### config.mk
export PLATFORM = sky130hd
export DESIGN_NAME = cla_pipe
export DESIGN_NICKNAME = d
export VERILOG_FILES = /design/src/rtl/cla_pkg.sv /design/src/rtl/cla_blk16.sv /design/src/rtl/cla_pipe.sv
export SDC_FILE = /design/constraint.sdc
export NUM_CORES = 1
export LEC_CHECK = 0
export CAP_MARGIN = 10
export CORE_ASPECT_RATIO = 1.2
export CORE_UTILIZATION = 34
export DETAILED_ROUTE_END_ITERATION = 7
export PLACE_DENSITY = 0.61
export SETUP_SLACK_MARGIN = 0.5
export SLEW_MARGIN = 40
export SYNTH_ARGS = -nofsm -noshare
export SYNTH_HDL_FRONTEND = slang
export SYNTH_HIERARCHICAL = 1
export SYNTH_SLANG_ARGS = --single-unit
### constraint.sdc
create_clock -name clk_i -period 3.24 [get_ports clk_i]
set_input_delay 0.324 -clock clk_i [delete_from_list [all_inputs] [get_ports clk_i]]
set_output_delay 0.324 -clock clk_i [all_outputs]
set_load 0.02 [all_outputs]
### src/rtl/cla_pkg.sv
// -----------------------------------------------------------------------------
// cla_pkg
// Shared constants for the pipelined carry-lookahead adder/subtractor.
//   BLK_W   : bits resolved per pipeline stage (one cla_blk16 per stage)
//   GRP_W   : bits per lookahead group inside a block
//   FLAG_*  : bit positions inside flags_o ({N,Z,V,C})
//   flags_t : 4-bit flag vector type
// -----------------------------------------------------------------------------
package cla_pkg;

    localparam int BLK_W  = 16;
    localparam int GRP_W  = 4;

    localparam int FLAG_C = 0;
    localparam int FLAG_V = 1;
    localparam int FLAG_Z = 2;
    localparam int FLAG_N = 3;

    typedef logic [3:0] flags_t;

endpackage

### src/rtl/cla_blk16.sv
// -----------------------------------------------------------------------------
// cla_blk16
// Combinational 16-bit carry-lookahead block: four 4-bit groups whose
// group generate/propagate terms feed a second-level lookahead unit.
// Ports:
//   i_p    : bitwise propagate (a ^ b)
//   i_g    : bitwise generate  (a & b)
//   i_cin  : carry into bit 0
//   o_sum  : 16-bit sum
//   o_cout : carry out of bit 15
//   o_c15  : carry into bit 15 (used for signed overflow)
// -----------------------------------------------------------------------------
module cla_blk16
    import cla_pkg::*;
(
    input  logic [BLK_W-1:0] i_p,
    input  logic [BLK_W-1:0] i_g,
    input  logic             i_cin,
    output logic [BLK_W-1:0] o_sum,
    output logic             o_cout,
    output logic             o_c15
);

    localparam int NGRP = BLK_W / GRP_W;

    logic [NGRP-1:0] w_gp;
    logic [NGRP-1:0] w_gg;
    logic [NGRP:0]   w_gc;
    logic [BLK_W:0]  w_c;

    // group propagate / generate
    always_comb begin : group_pg
        logic v_gg;
        w_gp = '0;
        w_gg = '0;
        for (int j = 0; j < NGRP; j++) begin
            w_gp[j] = &i_p[j*GRP_W +: GRP_W];
            v_gg    = 1'b0;
            for (int b = 0; b < GRP_W; b++) begin
                v_gg = i_g[j*GRP_W+b] | (i_p[j*GRP_W+b] & v_gg);
            end
            w_gg[j] = v_gg;
        end
    end

    // second-level lookahead: every group carry depends only on cin and
    // group terms, so no carry ripples between groups
    assign w_gc[0] = i_cin;
    assign w_gc[1] = w_gg[0] | (w_gp[0] & i_cin);
    assign w_gc[2] = w_gg[1] | (w_gp[1] & w_gg[0]) | (w_gp[1] & w_gp[0] & i_cin);
    assign w_gc[3] = w_gg[2] | (w_gp[2] & w_gg[1]) | (w_gp[2] & w_gp[1] & w_gg[0])
                   | (w_gp[2] & w_gp[1] & w_gp[0] & i_cin);
    assign w_gc[4] = w_gg[3] | (w_gp[3] & w_gg[2]) | (w_gp[3] & w_gp[2] & w_gg[1])
                   | (w_gp[3] & w_gp[2] & w_gp[1] & w_gg[0])
                   | (w_gp[3] & w_gp[2] & w_gp[1] & w_gp[0] & i_cin);

    // bit carries inside each group, seeded by the lookahead group carry
    always_comb begin : bit_carry
        w_c = '0;
        for (int j = 0; j < NGRP; j++) begin
            w_c[j*GRP_W] = w_gc[j];
            for (int b = 0; b < GRP_W-1; b++) begin
                w_c[j*GRP_W+b+1] = i_g[j*GRP_W+b] | (i_p[j*GRP_W+b] & w_c[j*GRP_W+b]);
            end
        end
        w_c[BLK_W] = w_gc[NGRP];
    end

    assign o_sum  = i_p ^ w_c[BLK_W-1:0];
    assign o_cout = w_c[BLK_W];
    assign o_c15  = w_c[BLK_W-1];

endmodule

### src/rtl/cla_pipe.sv
// -----------------------------------------------------------------------------
// cla_pipe
// Pipelined WIDTH-bit carry-lookahead adder/subtractor, one 16-bit block per
// stage, carry passed stage-to-stage through registers. Global stall with a
// valid/ready handshake; tag and flags travel with each op.
// Optional feature macro: CLA_PIPE_SAT_EN (signed saturation on sat_i & V).
// Ports:
//   clk_i, rst_ni             : clock, async active-low reset
//   in_valid_i / in_ready_o   : input handshake
//   a_i, b_i, sub_i, sat_i    : operands; sub_i=1 gives B-A
//   tag_i                     : opaque tag
//   out_valid_o / out_ready_i : output handshake
//   result_o, flags_o, tag_o  : result, {N,Z,V,C}, tag of result
// -----------------------------------------------------------------------------
module cla_pipe
    import cla_pkg::*;
#(
    parameter int WIDTH = 32,
    parameter int TAG_W = 4
)(
    input  logic             clk_i,
    input  logic             rst_ni,
    input  logic             in_valid_i,
    output logic             in_ready_o,
    input  logic [WIDTH-1:0] a_i,
    input  logic [WIDTH-1:0] b_i,
    input  logic             sub_i,
    input  logic             sat_i,
    input  logic [TAG_W-1:0] tag_i,
    output logic             out_valid_o,
    input  logic             out_ready_i,
    output logic [WIDTH-1:0] result_o,
    output flags_t           flags_o,
    output logic [TAG_W-1:0] tag_o
);

    localparam int NBLK = WIDTH / BLK_W;

    logic             w_adv;

    logic [NBLK-1:0]  r_vld;
    logic [WIDTH-1:0] r_a   [NBLK];
    logic [WIDTH-1:0] r_b   [NBLK];
    logic [WIDTH-1:0] r_sum [NBLK];
    logic             r_cy  [NBLK];
    logic             r_zr  [NBLK];
    logic             r_sat [NBLK];
    logic [TAG_W-1:0] r_tag [NBLK];
    flags_t           r_flags;

    logic [WIDTH-1:0] w_a_in    [NBLK];
    logic [WIDTH-1:0] w_b_in    [NBLK];
    logic [WIDTH-1:0] w_sum_in  [NBLK];
    logic [WIDTH-1:0] w_sum_nxt [NBLK];
    logic [TAG_W-1:0] w_tag_in  [NBLK];
    logic             w_c15     [NBLK];
    logic [NBLK-1:0]  w_vld_in;
    logic [NBLK-1:0]  w_cin;
    logic [NBLK-1:0]  w_zr_in;
    logic [NBLK-1:0]  w_zr_nxt;
    logic [NBLK-1:0]  w_sat_in;
    logic [NBLK-1:0]  w_cout;

    logic [WIDTH-1:0] w_res_fin;
    logic             w_zf;
    logic             w_v;
    flags_t           w_flags_fin;

    assign w_adv      = ~r_vld[NBLK-1] | out_ready_i;
    assign in_ready_o = w_adv;

    genvar k;
    generate
        for (k = 0; k < NBLK; k++) begin : g_stage
            localparam logic [WIDTH-1:0] L_MASK = WIDTH'({BLK_W{1'b1}}) << (k*BLK_W);
            logic [BLK_W-1:0] w_blk_sum;

            if (k == 0) begin : g_first
                // stage 0 takes operands straight from the ports; subtract is
                // folded in here as ~A with carry-in 1
                assign w_a_in[k]   = sub_i ? ~a_i : a_i;
                assign w_b_in[k]   = b_i;
                assign w_sum_in[k] = '0;
                assign w_cin[k]    = sub_i;
                assign w_zr_in[k]  = 1'b1;
                assign w_vld_in[k] = in_valid_i;
                assign w_tag_in[k] = tag_i;
                assign w_sat_in[k] = sat_i;
            end else begin : g_next
                // stage k consumes the registered state of stage k-1
                assign w_a_in[k]   = r_a[k-1];
                assign w_b_in[k]   = r_b[k-1];
                assign w_sum_in[k] = r_sum[k-1];
                assign w_cin[k]    = r_cy[k-1];
                assign w_zr_in[k]  = r_zr[k-1];
                assign w_vld_in[k] = r_vld[k-1];
                assign w_tag_in[k] = r_tag[k-1];
                assign w_sat_in[k] = r_sat[k-1];
            end

            cla_blk16 u_blk (
                .i_p    (w_a_in[k][k*BLK_W +: BLK_W] ^ w_b_in[k][k*BLK_W +: BLK_W]),
                .i_g    (w_a_in[k][k*BLK_W +: BLK_W] & w_b_in[k][k*BLK_W +: BLK_W]),
                .i_cin  (w_cin[k]),
                .o_sum  (w_blk_sum),
                .o_cout (w_cout[k]),
                .o_c15  (w_c15[k])
            );

            assign w_sum_nxt[k] = (w_sum_in[k] & ~L_MASK) | (WIDTH'(w_blk_sum) << (k*BLK_W));
            assign w_zr_nxt[k]  = w_zr_in[k] & (w_blk_sum == '0);
        end
    endgenerate

`ifdef CLA_PIPE_SAT_EN
    // wrapped MSB set on overflow means the true result was positive
    function automatic logic [WIDTH-1:0] sat_clamp(input logic wrapped_msb);
        return wrapped_msb ? {1'b0, {(WIDTH-1){1'b1}}} : {1'b1, {(WIDTH-1){1'b0}}};
    endfunction
`endif

    assign w_v = w_c15[NBLK-1] ^ w_cout[NBLK-1];

    // final stage: flag assembly and optional clamp
    always_comb begin
        w_res_fin = w_sum_nxt[NBLK-1];
        w_zf      = w_zr_nxt[NBLK-1];
`ifdef CLA_PIPE_SAT_EN
        if (w_sat_in[NBLK-1] & w_v) begin
            w_res_fin = sat_clamp(w_sum_nxt[NBLK-1][WIDTH-1]);
            w_zf      = (w_res_fin == '0);
        end
`endif
        w_flags_fin         = '0;
        w_flags_fin[FLAG_C] = w_cout[NBLK-1];
        w_flags_fin[FLAG_V] = w_v;
        w_flags_fin[FLAG_Z] = w_zf;
        w_flags_fin[FLAG_N] = w_res_fin[WIDTH-1];
    end

`ifndef CLA_PIPE_SAT_EN
    logic w_unused_sat;
    assign w_unused_sat = w_sat_in[NBLK-1];
`endif

    // stage registers: valid bits move on every advance, data only with a
    // valid op so outputs stay 0 until the first real result
    always_ff @(posedge clk_i or negedge rst_ni) begin
        if (!rst_ni) begin
            r_vld   <= '0;
            r_flags <= '0;
            for (int s = 0; s < NBLK; s++) begin
                r_a[s]   <= '0;
                r_b[s]   <= '0;
                r_sum[s] <= '0;
                r_cy[s]  <= 1'b0;
                r_zr[s]  <= 1'b0;
                r_sat[s] <= 1'b0;
                r_tag[s] <= '0;
            end
        end else if (w_adv) begin
            for (int s = 0; s < NBLK; s++) begin
                r_vld[s] <= w_vld_in[s];
                if (w_vld_in[s]) begin
                    r_a[s]   <= w_a_in[s];
                    r_b[s]   <= w_b_in[s];
                    r_sum[s] <= (s == NBLK-1) ? w_res_fin : w_sum_nxt[s];
                    r_cy[s]  <= w_cout[s];
                    r_zr[s]  <= w_zr_nxt[s];
                    r_sat[s] <= w_sat_in[s];
                    r_tag[s] <= w_tag_in[s];
                end
            end
            if (w_vld_in[NBLK-1]) begin
                r_flags <= w_flags_fin;
            end
        end
    end

    assign out_valid_o = r_vld[NBLK-1];
    assign result_o    = r_sum[NBLK-1];
    assign tag_o       = r_tag[NBLK-1];
    assign flags_o     = r_flags;

endmodule

### Word level (Yosys, flattened, before mapping)

Index checks and enable logic that the tools add are counted.

* flip-flop bits (word level): 128
* output and inout bits: 42
* bits of input ports: 74
* word-level logic and storage cells: 183

* bitwise operators: 160
* reductions and logical operators: 12
* multiplexer cells: 1

Operators by type and width (number)
* 1-bit AND: 81
* 1-bit bitwise OR: 69
* 16-bit bitwise XOR: 4
* 16-bit AND: 2
* 16-bit logical NOT: 2
* 32-bit two-way mux: 1
* 32-bit NOT: 1
* 16-bit by 32-bit bitwise OR with 32-bit output: 1
* 4-bit AND reduction: 8
* 2-bit AND reduction: 2
* 1-bit NOT: 1
* 1-bit bitwise XOR: 1

### Logic depth before layout (Yosys ltp)

Gate-level depths: netlist of run 1.

* word-level depth: 21
* depth in mapped cells: 19
* gate-level depth less buffers: 16

### By module

Netlist of run 1, hierarchy kept.

By module, submodules not included
* cla_pipe: cells each 323, instances 1, seq. area each 2377.3 µm², area an instance 4669.5 µm²
* cla_blk16: cells each 56, instances 2, seq. area each 0.0 µm², area an instance 431.7 µm²

### Least setup slack after synthesis of run 1

No wires, ideal clock.

* path kind: input-to-reg
* start point: input sub_i
* end point: register r_zr[1] (netlist name)
* setup slack: -306 ps
* buffers on the path: 3
* arrival time: 3467 ps
* library setup time: 79 ps
* stages on the path: 19
* data required time: 3161 ps
* cells stage by stage: buf_2 > buf_4 > buf_4 > xor2_1 > ha_1 > a21oi_1 > nor2_1 > a211oi_1 > nand3_2 > ha_1 > or2_2 > ha_1 > or2_1 > ha_1 > or2_1 > xor2_1 > nor4_1 > nand4_1 > mux2i_1

RTL lines
* start: declaration: line cla_pipe.sv:27 `input logic sub_i,`
* end signal: indexed assignment: line cla_pipe.sv:169 `r_zr[s] <= w_zr_nxt[s];`
* end: declaration: line cla_pipe.sv:46 `logic r_zr [NBLK];`

==> flow_metrics.env, run 1 <==
export IMPL_status="complete, but fails checks"
export IMPL_violations="setup timing"
export IMPL_grt_max_degree=56
export IMPL_ys_warnings_count=6
export IMPL_crit_arrival_ns=3.51
export IMPL_core_area_um2=15800
export IMPL_relSlewSlack_pct=47.4
export IMPL_drt_iter0_markers=56
export IMPL_yosysUniqueCellTypes=35
export IMPL_period_share_pct=101
export IMPL_viasPerCell=4.71
export IMPL_worstHoldPathType="input port to asynchronous set/reset pin"
export IMPL_wire_per_inst_um=15.8
export IMPL_syn_avg_cell_area_um2=12.7
export IMPL_setup_violations=2
export IMPL_maxSlewViolCount=0
export IMPL_fin_crit_ns=3.27
export IMPL_critPathKind="flop to flop"
export IMPL_cts_buffers=9
export IMPL_gp_congestion=0.885
export IMPL_path_buf_inv=2
export IMPL_rsz0062_at_grt="true"
export IMPL_cts_root_buf="clkbuf_16"
export IMPL_leakage_uw=0.00349
export IMPL_grt_usage_pct=15.4
export IMPL_syn_num_nets=565
export IMPL_cts_tree="yes"
export IMPL_diodes=0
export IMPL_fin_ws_ns=-0.0324
export IMPL_first_pass_iters=4
export IMPL_drt_antenna_violating_nets=0
export IMPL_synthCells=435
export IMPL_grt_overflow=0
export IMPL_critPathTopFamily="simple AND/OR/NAND/NOR gates"
export IMPL_worst_slew_pin_slew_ns=0.789
export IMPL_finClkSkew_ns=0.00549
export IMPL_areaGrowthSynthToFinish_pct=47.0
export IMPL_drive_gt1_share_pct=48.8
export IMPL_die_x_um=118
export IMPL_dpl_hpwl_mm=8.94
export IMPL_fin_util_pct=51.6
export IMPL_fmax_mhz=306
export IMPL_synth_area_um2=5530
export IMPL_port_buffers=114
export IMPL_ff2ff_path_depth=15
export IMPL_first_global_vias=4133
export IMPL_slowest_delay_ns=0.38
export IMPL_reg2reg_slack_ns=-0.03
export IMPL_crit_path_start_kind="flop"
export IMPL_crit_required_ns=3.48
export IMPL_die_h_um=142
export IMPL_ctsHtreeMaxLevel=3
export IMPL_clk_latency_ns=0.35
export IMPL_vdd_ir_drop_max_uv=268
export IMPL_clk_pin_slew_worst_paths_ns=0.07
export IMPL_cts_buffer_depth=2
export IMPL_powerDensity_nw_per_um2=743
export IMPL_drc=0
export IMPL_grt_antenna_before_repair=0
export IMPL_vias=3720
export IMPL_initial_utilization_pct=35.1
export IMPL_ys_seq_area_share_pct=43.0
export IMPL_row_count=50
export IMPL_grt_pass1_wl_mm=19.8
export IMPL_synth_edff_count=0
export IMPL_crit_fanout=2
export IMPL_cp_end_kind="flop"
export IMPL_nets=707
export IMPL_ys_flop_type="dfrtp_1"
export IMPL_wl_mm=12.5
export IMPL_tns_ns=-0.0639
export IMPL_r2r_start="r_a[49]$_DFFE_PN0P_"
export IMPL_hold_viol_final=0
export IMPL_maxCapViolations=0
export IMPL_ys_seq_elements=95
export IMPL_rr_endpoint="flags_o[1]$_DFFE_PN0P_"
export IMPL_async_flop_share_pct=100
export IMPL_crit_path_top_delay_cell="dfrtp_1"
export IMPL_cp_cell_sequence="ha_1 > nand3_1 > nor2_4 > o31ai_2 > nand3_2 > ha_4 > or2_4 > ha_4 > or2_4 > ha_4 > or2_4 > buf_4 > buf_6 > xor2_1 > mux2_4"
export IMPL_cts_sinks=95
export IMPL_die_area_um2=16800
export IMPL_ios=116
[layer usage]
layer / track usage [%] / vias to the layer above / routed length, um
li1: - / 1774 / -
met4: 6.06 / 0 / 219
met1: 17.2 / 1836 / 5130
met5: 0 / - / 0
met3: 3.94 / 18 / 644
met2: 27.8 / 92 / 6480
[per-stage QoR]
stage / instance area (um^2) / cells / total power [uW] / hold WS [ns] / worst slack (ns)
2_1_floorplan: 5680 / 435 / 3660 / 0.0284 / -0.211
3_3_place_gp: 7030 / 758 / 4460 / 0.293 / -0.524
3_5_place_dp: 7030 / 758 / 4530 / 0.300 / -0.525
4_1_cts: 7880 / 788 / 5910 / 0.457 / -0.111
5_1_grt: 8130 / 790 / 6440 / 0.488 / -0.149
6_report: 8130 / 790 / 6040 / 0.460 / -0.0324
[placed cells by master, fill, tap and decap left out, types with 12 or more instances in the layout]
| cell | instances |
|---|---|
| mux2_2 | 76 |
| buf_4 | 63 |
| ha_4 | 30 |
| xor2_1 | 23 |
| mux2_4 | 15 |
| dfrtp_1 | 95 |
| clkdlybuf4s50_1 | 89 |
| or2_4 | 12 |
| ha_1 | 22 |
| dlygate4sd2_1 | 14 |
[worst max path at each step]
stage / start / end / slack, ns / cells past startpoint
after detailed placement: a_i[2] / r_zr[1]$_DFFE_PN0P_ / -0.52 / 17
final: r_a[49]$_DFFE_PN0P_ / flags_o[1]$_DFFE_PN0P_ / -0.03 / 15
after floorplan: sub_i / r_zr[1]$_DFFE_PN0P_ / -0.21 / 19
after global placement: a_i[2] / r_zr[1]$_DFFE_PN0P_ / -0.52 / 17
after global routing: r_b[48]$_DFFE_PN0P_ / flags_o[2]$_DFFE_PN0P_ / -0.15 / 16
after CTS: r_a[48]$_DFFE_PN0P_ / flags_o[2]$_DFFE_PN0P_ / -0.11 / 16
[layout make-up]
cell class                 instances  area, um^2
fill                            1362        7630
clock inverter                     7        97.6
sequential                        95        2380
timing repair buffer             182        1660
tap                              208         260
clock buffer                       9         225
inverter                           4        15.0
multi-input combinational        285        3500
[logic make-up after synthesis]
family	share of synthesized area, %
flip-flops	43.0
AND/OR/NAND/NOR	7.69
XOR/XNOR	6.49
buffers and inverters	7.64
multiplexers	19.3
adder cells (fa/ha/maj)	12.7
AO/OA/AOI/OAI	3.23
[flip-flops by register name (all words and copies together) (netlist names)]
name      count
result_o     32
flags_o       3
r_b          16
r_tag         4
r_zr          1
tag_o         4
r_sum        16
r_a          16
r_cy          1
r_vld         2
[power breakdown]
part	switching (uW)	internal, uW	total [uW]	leakage, uW
Sequential	244	1610	1850	0.00112
Clock	511	627	1140	0.000159
Combinational	1280	1770	3050	0.00221
[cells in the mapped netlist, types with 5 or more instances]
cell / n / area share (%)
buf_4: 41 / 5.6
a21oi_1: 8 / 0.72
nand2_1: 5 / 0.34
nor4_1: 6 / 0.68
buf_6: 8 / 1.6
dfrtp_1: 95 / 43
mux2_4: 9 / 2.4
xor2_1: 35 / 5.5
xnor2_1: 6 / 0.95
mux2_2: 82 / 17
nor2_1: 15 / 1.0
ha_1: 56 / 13
or2_1: 6 / 0.68
or2_2: 12 / 1.4
[what timing repair did]
item / CTS / global route
setup buffers: 12 / 2
gates cloned: 1 / 0
endpoints found under the setup margin: 15 / 14
endpoints found under the hold margin: 32 / 0
hold buffers: 1 / 0
pin swaps: 47 / 17
resized for setup: 115 / 38
No activity file was read; power rests on OpenSTA's default activity.
==> inputs of run 2 (changes only) <==
CORE_MARGIN = 4   (was default)
==> flow_metrics.env, run 2 (synthesis results as in run 1) <==
export IMPL_crit_path_start_kind="flop"
export IMPL_relSlewSlack_pct=46.8
export IMPL_pwr_share_clk_pct=19.0
export IMPL_slowest_delay_ns=0.41
export IMPL_power_total_uw=5930
export IMPL_rsz0062_at_grt="true"
export IMPL_drt_iter0_markers=77
export IMPL_setup_violations=2
export IMPL_cp_cell_sequence="ha_4 > a21oi_2 > nor2_1 > a211oi_2 > nand3_2 > ha_4 > or2_4 > ha_2 > or2_4 > ha_4 > or2_4 > xor2_2 > nor3_2 > buf_4 > nand3_4 > o2bb2ai_2"
export IMPL_drc=0
export IMPL_die_h_um=148
export IMPL_p_int_uw=3930
export IMPL_hold_viol_final=0
export IMPL_ios=116
export IMPL_clk_latency_ns=0.35
export IMPL_power_switching_share_pct=33.7
export IMPL_instances_no_fill=794
export IMPL_fillCellCount=1395
export IMPL_maxCapViolations=0
export IMPL_violations="setup timing"
export IMPL_r2r_start="r_b[57]$_DFFE_PN0P_"
export IMPL_cts_tree="yes"
export IMPL_tns_ns=-0.0110
export IMPL_clk_pin_slew_worst_paths_ns=0.07
export IMPL_critPathKind="flop to flop"
export IMPL_crit_start="r_b[57]$_DFFE_PN0P_"
export IMPL_largest_register_ffs=32
export IMPL_viasPerCell=4.58
export IMPL_status="complete, but fails checks"
export IMPL_fin_crit_ns=3.25
export IMPL_leakage_uw=0.00350
export IMPL_power_frac_seq_pct=31.3
export IMPL_worst_hold_slack_ns=0.482
export IMPL_port_buffers=114
export IMPL_fmax_mhz=308
export IMPL_final_cell_mix="dfrtp_1, clkdlybuf4s50_1, mux2_2"
export IMPL_initial_utilization_pct=35.1
export IMPL_cts_buffers=9
export IMPL_grt_antenna_before_repair=0
export IMPL_crit_required_ns=3.51
export IMPL_gp_congestion=0.796
export IMPL_powerDensity_nw_per_um2=735
export IMPL_fin_ws_ns=-0.0103
export IMPL_row_count=50
export IMPL_first_global_vias=4262
export IMPL_cts_sinks=95
export IMPL_finClkSkew_ns=0.00988
export IMPL_die_area_um2=18400
export IMPL_wire_per_inst_um=16.2
export IMPL_worstHoldPathType="input port to asynchronous set/reset pin"
export IMPL_diodes=0
export IMPL_cts_root_buf="clkbuf_16"
export IMPL_dpl_hpwl_mm=9.28
export IMPL_crit_fanout=3
export IMPL_areaGrowthSynthToFinish_pct=45.8
export IMPL_grt_usage_pct=14.4
export IMPL_period_share_pct=100
export IMPL_grt_pass1_wl_mm=21.3
export IMPL_grt_max_degree=56
export IMPL_wl_mm=12.9
export IMPL_worst_slew_pin_slew_ns=0.798
export IMPL_nets=711
export IMPL_drt_antenna_violating_nets=0
export IMPL_combinationalPowerShare_pct=49.7
export IMPL_maxSlewViolCount=0
export IMPL_dpl_cell_area_um2=7010
export IMPL_ctsHtreeMaxLevel=3
export IMPL_core_area_um2=15800
export IMPL_crit_path_top_delay_cell="dfrtp_1"
export IMPL_die_x_um=124
export IMPL_first_pass_iters=4
export IMPL_vias=3634
export IMPL_vdd_ir_drop_max_uv=292
export IMPL_dp_cells=756
export IMPL_p_sw_uw=2000
export IMPL_grt_overflow=0
export IMPL_final_cell_area_um2=8070
export IMPL_drive_gt1_share_pct=48.3
export IMPL_cts_buffer_depth=2
export IMPL_crit_arrival_ns=3.52
export IMPL_cp_end_kind="flop"
export IMPL_final_common_cell="dfrtp_1"
[run 2: changes by cell type in the layout (fill, tap and decap cells not counted), sizes merged]
cell / previous run / this run
buf: 76 / 79
clkbuf: 9 / 11
clkdlybuf4s50: 89 / 88
dlygate4sd2: 14 / 12
dlymetal6s2s: 0 / 2
[run 2: metal layers]
metal | track usage, % | vias up | part of all wire (%)
met2 | 26.2 | 78 | 53
met4 | 4.93 | 0 | 1.5
met5 | 0 | - | 0
met1 | 16.4 | 1769 | 41
li1 | - | 1774 | -
met3 | 3.65 | 13 | 4.6
[run 2: timing repair]
item / CTS / global route
pin swaps: 42 / 38
hold buffers: 1 / 0
gates cloned: 1 / 0
setup buffers: 19 / 1
endpoints found under the hold margin: 36 / 0
resized for setup: 111 / 31
endpoints found under the setup margin: 15 / 14
[run 2: final timing paths]
check | end | slack [ns] | cells past startpoint
max | flags_o[2]$_DFFE_PN0P_ | -0.01 | 16
min | result_o[13]$_DFFE_PN0P_ | 0.48 | 2
max reg2reg | flags_o[2]$_DFFE_PN0P_ | -0.01 | 16
min reg2reg | r_sum[33]$_DFFE_PN0P_ | 0.50 | 1
max in group asynchronous | r_a[55]$_DFFE_PN0P_ | 1.96 | 3
min in group clk_i | r_sum[33]$_DFFE_PN0P_ | 0.50 | 1
[run 2: final cells by class]
cell class	instances	area [um^2]	area share, %
Clock buffer	9	225	2.79
Clock inverter	7	95.1	1.18
Inverter	4	17.5	0.217
Multi-Input combinational cell	285	3400	42.2
Sequential cell	95	2380	29.5
Tap cell	208	260	3.23
Timing Repair Buffer	186	1690	21.0
[run 2: metrics by stage]
stage	utilization, %	worst slack, ns
6_report	51.2	-0.0103
5_1_grt	51.2	-0.187
4_1_cts	50.2	-0.0558
3_5_place_dp	44.5	-0.546
3_3_place_gp	44.5	-0.484
2_1_floorplan	-	-0.211
[run 2: power groups by stage]
stage	registers [uW]	clock network, uW	logic [uW]
finish	1850	1130	2950
global route	1910	1220	3190
CTS	1850	1170	2870
detailed placement	1870	0	2650
global placement	1850	0	2610
floorplan	1800	0	1860
[run 2: critical path, delay by kind of cell, from the launching register on]
| family | cells | cell delay (ns) |
|---|---|---|
| DFF | 1 | 0.41 |
| adders and majority gates | 4 | 0.76 |
| xor gates and xnor gates | 1 | 0.15 |
| AOI/OAI and AO/OA | 3 | 0.51 |
| and+or+nand+nor | 7 | 1.18 |
| buffers and inverters | 1 | 0.15 |
==> edit 1 (config.mk and constraints of run 2) <==
Reset style: synchronous (`rst_ni`), changed in one clocked block. Comments in the files are not updated.
--- a/src/rtl/cla_pipe.sv
+++ b/src/rtl/cla_pipe.sv
@@ -147,3 +147,3 @@
     // valid op so outputs stay 0 until the first real result
-    always_ff @(posedge clk_i or negedge rst_ni) begin
+    always_ff @(posedge clk_i) begin
         if (!rst_ni) begin
Function: differs if rst_ni is asserted again (counterexample within 4 cycles, from zero or initial values and one cycle with rst_ni low); with rst_ni held inactive, the same outputs for 4 cycles.
==> edit 1 against run 2 <==
The run still ends with negative setup slack left; worst setup slack got worse by 39 ps; sequential cell count rose by 1; wire length is 7.4% lower; count of clock-buffer cells in the layout rose by 1; cell area is 2.6% lower; synthesized area is 1.8% higher; global-route usage shrank 1.7 points.
Power is not compared: it rests on default switching activity, and its combinational part moved more than twofold at a synthesized area within 25%.
==> edit 1: results (changes against run 2) <==
Critical path
  – Max incr delay on CP: 390 ps (-20 ps)
  – Worst Path Arrival: 3550 ps (+30 ps)
  – CP max stage cell: edfxtp_1

STA
  – Setup TNS: -91.2 ps (-80.2 ps)
  – Fin worst setup slack: -49.1 ps (-38.8 ps)
  – Max_slew headroom: 48.1% (+1.4 points)
  – Final setup fails: 3 (+1)
  – Clock Skews: 10.6 ps (+0.744 ps)

Yosys
  – Adder-cell area share of the yosys netlist: 12.4% (-0.23 points)
  – Register area share after synthesis: 50.1% (+7.1 points)
  – Top post-synthesis cells by area: edfxtp_1, ha_1, and2_4
  – XOR/XNOR Fraction of Synth Area: 6.37% (-0.12 points)
  – Main synth FF type: edfxtp_1
  – Warnings from Yosys: 6 (unchanged)
  – Compound-Gate Fraction of Synth Area: 4.17% (+0.94 points)
  – Commonest cells post-synth: edfxtp_1, ha_1, and2_4, buf_4, nor2_1
  – Syn nets: 577 (+2.1%)
  – Post-synthesis mux area share: 0% (-19 points)
  – Yosys cell types: 41 (+17%)
  – Synth async-reset ratio: 0% (-100 points)

Routing
  – Met1 WL: 4.83 mm (-8.7%)
  – Metal2 WL: 6.46 mm (-5.2%)
  – Initial DRC count: 168 (+120%)
  – Met3 routed WL: 421 um (-29%)
  – Post-Route WL: 11.9 mm (-7.4%)
  – Vias post-DR: 3590 (-1.2%)

Global routing
  – Met3 usage: 2.29% (-1.4 points)
  – GRT Total Usage: 12.7% (-1.7 points)
  – Met2 usage: 22.7% (-3.5 points)
  – First-pass GRT wire length: 18.6 mm (-13%)
  – Initial antenna violation count: 1 (+1)
  – Met1 usage in global routing: 14.9% (-1.5 points)
  – Vias in the first global route: 3728 (-13%)

Finish
  – Layout Nets: 703 (-1.1%)
  – Fillers: 1443 (+3.4%)
  – Max reg flops: 48 (+50%)
  – Layout cell share with drive strength beyond 1: 35.3% (-13 points)

Hold path
  – HP Class: reg -> reg

Run status
  – Status: finished with violations
  – Failing checks: negative setup slack

CTS
  – Root Buffer: clkbuf_16

Place
  – Final HPWL DP: 8.72 mm (-6.1%)
  – GP Congestion: 0.745 (-6.4%)
==> edit 1: cell types whose count changed after synthesis, sizes merged, moves of 4 or more <==
| cell | delta |
|---|---|
| dfrtp | -95 |
| nor2 | +17 |
| mux2 | -91 |
| xnor2 | +16 |
| and2 | +73 |
| edfxtp | +90 |
| nand2 | +4 |
| xor2 | -16 |
| dfxtp | +6 |
==> edit 1: power by group <==
part | internal [mW] | switching [mW]
clock | 0.681 | 0.455
combinational | 0.619 | 0.489
sequential | 1.50 | 0.0411
==> edit 1: timing repair <==
action / 4_1_cts / 5_1_grt
buffers inserted: 9 / 2
setup endpoints to repair: 16 / 14
gates cloned: 1 / 0
gates resized for setup: 82 / 27
pin swaps: 24 / 10
==> edit 1: worst paths after layout <==
path                                   end  cells past startpoint       start  slack [ps]
worst max register to register  flags_o[1]                     16  r_a[0][26]         -50
worst max-delay path            flags_o[1]                     16  r_a[0][26]         -50
worst min register to register  flags_o[2]                      2  flags_o[2]         470
worst min-delay path            flags_o[2]                      2  flags_o[2]         470
==> edit 1: metrics by stage <==
step	hold WS (ps)	instance area, um^2	setup WS [ps]	std cells
2_1_floorplan	492	5760	10.4	447
3_3_place_gp	446	7030	-453	762
6_report	467	7860	-49.1	792
5_1_grt	501	7860	-183	791
4_1_cts	458	7680	-61.7	788
3_5_place_dp	450	7030	-557	762
==> edit 1: cell type report <==
class                      instances  area share (%)
multi-input combinational        298            36.8
sequential                        96            35.9
timing repair buffer             165            19.6
tap                              212            3.37
clock buffer                      10            2.91
clock inverter                     6            1.15
inverter                           3           0.207
antenna                            2          0.0637
==> edit 1: worst max-delay path: cells and delay by family (launching register included) <==
family          cells  cell delay, ps
compound gates      1              60
xor+xnor            1             130
fa+ha+maj           4             900
buf+inv             2             250
flops               1             390
simple gates        8            1470
==> edit 2 (config.mk and constraints of run 2) <==
Made on the original files. The option `CLA_PIPE_SAT_EN` is turned on by a define.
--- a/src/rtl/cla_pipe.sv
+++ b/src/rtl/cla_pipe.sv
@@ -14,2 +14,4 @@
 // -----------------------------------------------------------------------------
+`define CLA_PIPE_SAT_EN
+
 module cla_pipe
Check against the original RTL: not equivalent (Yosys sat finds a counterexample within 4 cycles, from zero or initial values and one cycle with rst_ni low).
==> edit 2 against run 2 <==
The flow still finishes with violations (negative setup slack); via count is 21% higher; cell area up 5.6%; synthesized area grew 4.0%; sequential share of layout area shrank 1.3 points; worst setup slack worse by 290 ps; total power rose by 8.1%; sequential cell count rose by 1; wire length is 19% higher; critical path type unchanged; critical endpoint is now result_o[8]; largest power group unchanged.
==> edit 2: results (changes against run 2) <==
Run status
  – Status: finished with violations
  – Failing checks: negative setup slack

Global routing
  – Met1 usage in global routing: 18.7% (+2.3 points)
  – GRT Total Usage: 16.3% (+1.9 points)
  – First-pass GRT wire length: 24.4 mm (+15%)
  – Met3 usage: 5.00% (+1.4 points)
  – Largest net degree at the start of global routing: 42 (-25%)
  – Met2 usage: 28.2% (+2.1 points)
  – Vias in the first global route: 4804 (+13%)

Critical path
  – Setup slack, reg-to-reg: -300 ps (-290 ps)
  – Max incr delay on CP: 430 ps (+20 ps)
  – Top delay family on crit path: simple AND/OR/NAND/NOR gates
  – Worst Path Max Fanout: 7 (+4)
  – R2r worst-path depth: 17 (+1)
  – R2R Path Start: r_b[50]
  – Worst Path Arrival: 3830 ps (+310 ps)
  – CP endpoint: result_o[8]

Yosys
  – Adder-cell area share of the yosys netlist: 12.2% (-0.49 points)
  – Compound-Gate Fraction of Synth Area: 16.0% (+13 points)
  – Post-synthesis mux area share: 8.39% (-11 points)
  – Yosys cell types: 44 (+26%)
  – Syn nets: 637 (+13%)
  – Commonest cells post-synth: dfrtp_1, ha_1, a21oi_1, buf_4, mux2_2
  – XOR/XNOR Fraction of Synth Area: 6.39% (-0.099 points)
  – Cells after Synth: 507 (+17%)
  – Register area share after synthesis: 41.7% (-1.2 points)
  – Top post-synthesis cells by area: dfrtp_1, ha_1, mux2_2

Routing
  – Vias post-DR: 4387 (+21%)
  – Via density per instance: 5.01 (+9.4%)
  – Met1 WL: 6.12 mm (+16%)
  – Top sig layer: met4
  – Initial DRC count: 202 (+160%)
  – Post-Route WL: 15.3 mm (+19%)
  – Metal2 WL: 7.85 mm (+15%)
  – Met3 routed WL: 958 um (+62%)

STA
  – Clock Skews: 10.2 ps (+0.283 ps)
  – Final setup fails: 33 (+31)
  – Setup TNS: -8810 ps (-8800 ps)
  – Max_slew headroom: 63.4% (+17 points)
  – Fin worst setup slack: -298 ps (-288 ps)
  – Min Hold Slack: 495 ps (+13.4 ps)

Power
  – Seq. pwr: 1.86 mW
  – Leak Pwr: 3.52 nW (+0.60%)
  – Sequential Power Share: 29.0% (-2.3 points)
  – P_int: 4.14 mW (+5.3%)
  – Power share of the combinational group: 54.5% (+4.8 points)
  – Peak supply drop: 0.281 mV (-3.9%)

Place
  – I/O Buffers: 115 (+0.88%)
  – GP Congestion: 0.839 (+5.3%)
  – Post-Place Cells: 834 (+10%)
  – Post-DP Area: 0.00746 mm^2 (+6.4%)
  – Pre-CTS setup slack: -594 ps (-47.5 ps)
  – Final HPWL DP: 10.8 mm (+17%)

CTS
  – Num CTS Buffers: 9 (unchanged)

Finish
  – Layout Nets: 790 (+11%)
  – Layout cell share with drive strength beyond 1: 37.3% (-11 points)
  – Max reg flops: 32 (unchanged)
## edit 2: cell types whose count changed in the layout (fill, tap and decap cells not counted), sizes merged, moves of 3 or more
cell	run 2	this run
xnor2	6	23
a21boi	0	32
mux2	91	42
inv	9	6
a21oi	10	45
buf	79	98
o22a	0	31
clkdlybuf4s15	2	5
xor2	35	19
## edit 2: area by class of cell
type,instances,area (um^2)
multi-input combinational,341,3580
clock buffer,9,225
inverter,5,18.8
tap,212,265
sequential,96,2400
timing repair buffer,207,1950
clock inverter,6,68.8
fill,1374,7880
## edit 2: timing repair
item                       4_1_cts  5_1_grt
hold endpoints to repair        39        0
setup endpoints to repair       41       39
pin swaps                       60       39
resized for setup              115       23
hold buffers                     1        0
cloned                           3        1
buffers inserted                18        4
## edit 2: cell families (layout without fill, tap and decap cells)
group	count (synthesis)	in the layout
adder cells (fa/ha/maj)	56	56
multiplexers	43	43
AO/OA/AOI/OAI	129	129
buffers and inverters	70	227
AND/OR/NAND/NOR	71	71
flip-flops	96	96
XOR/XNOR	42	42
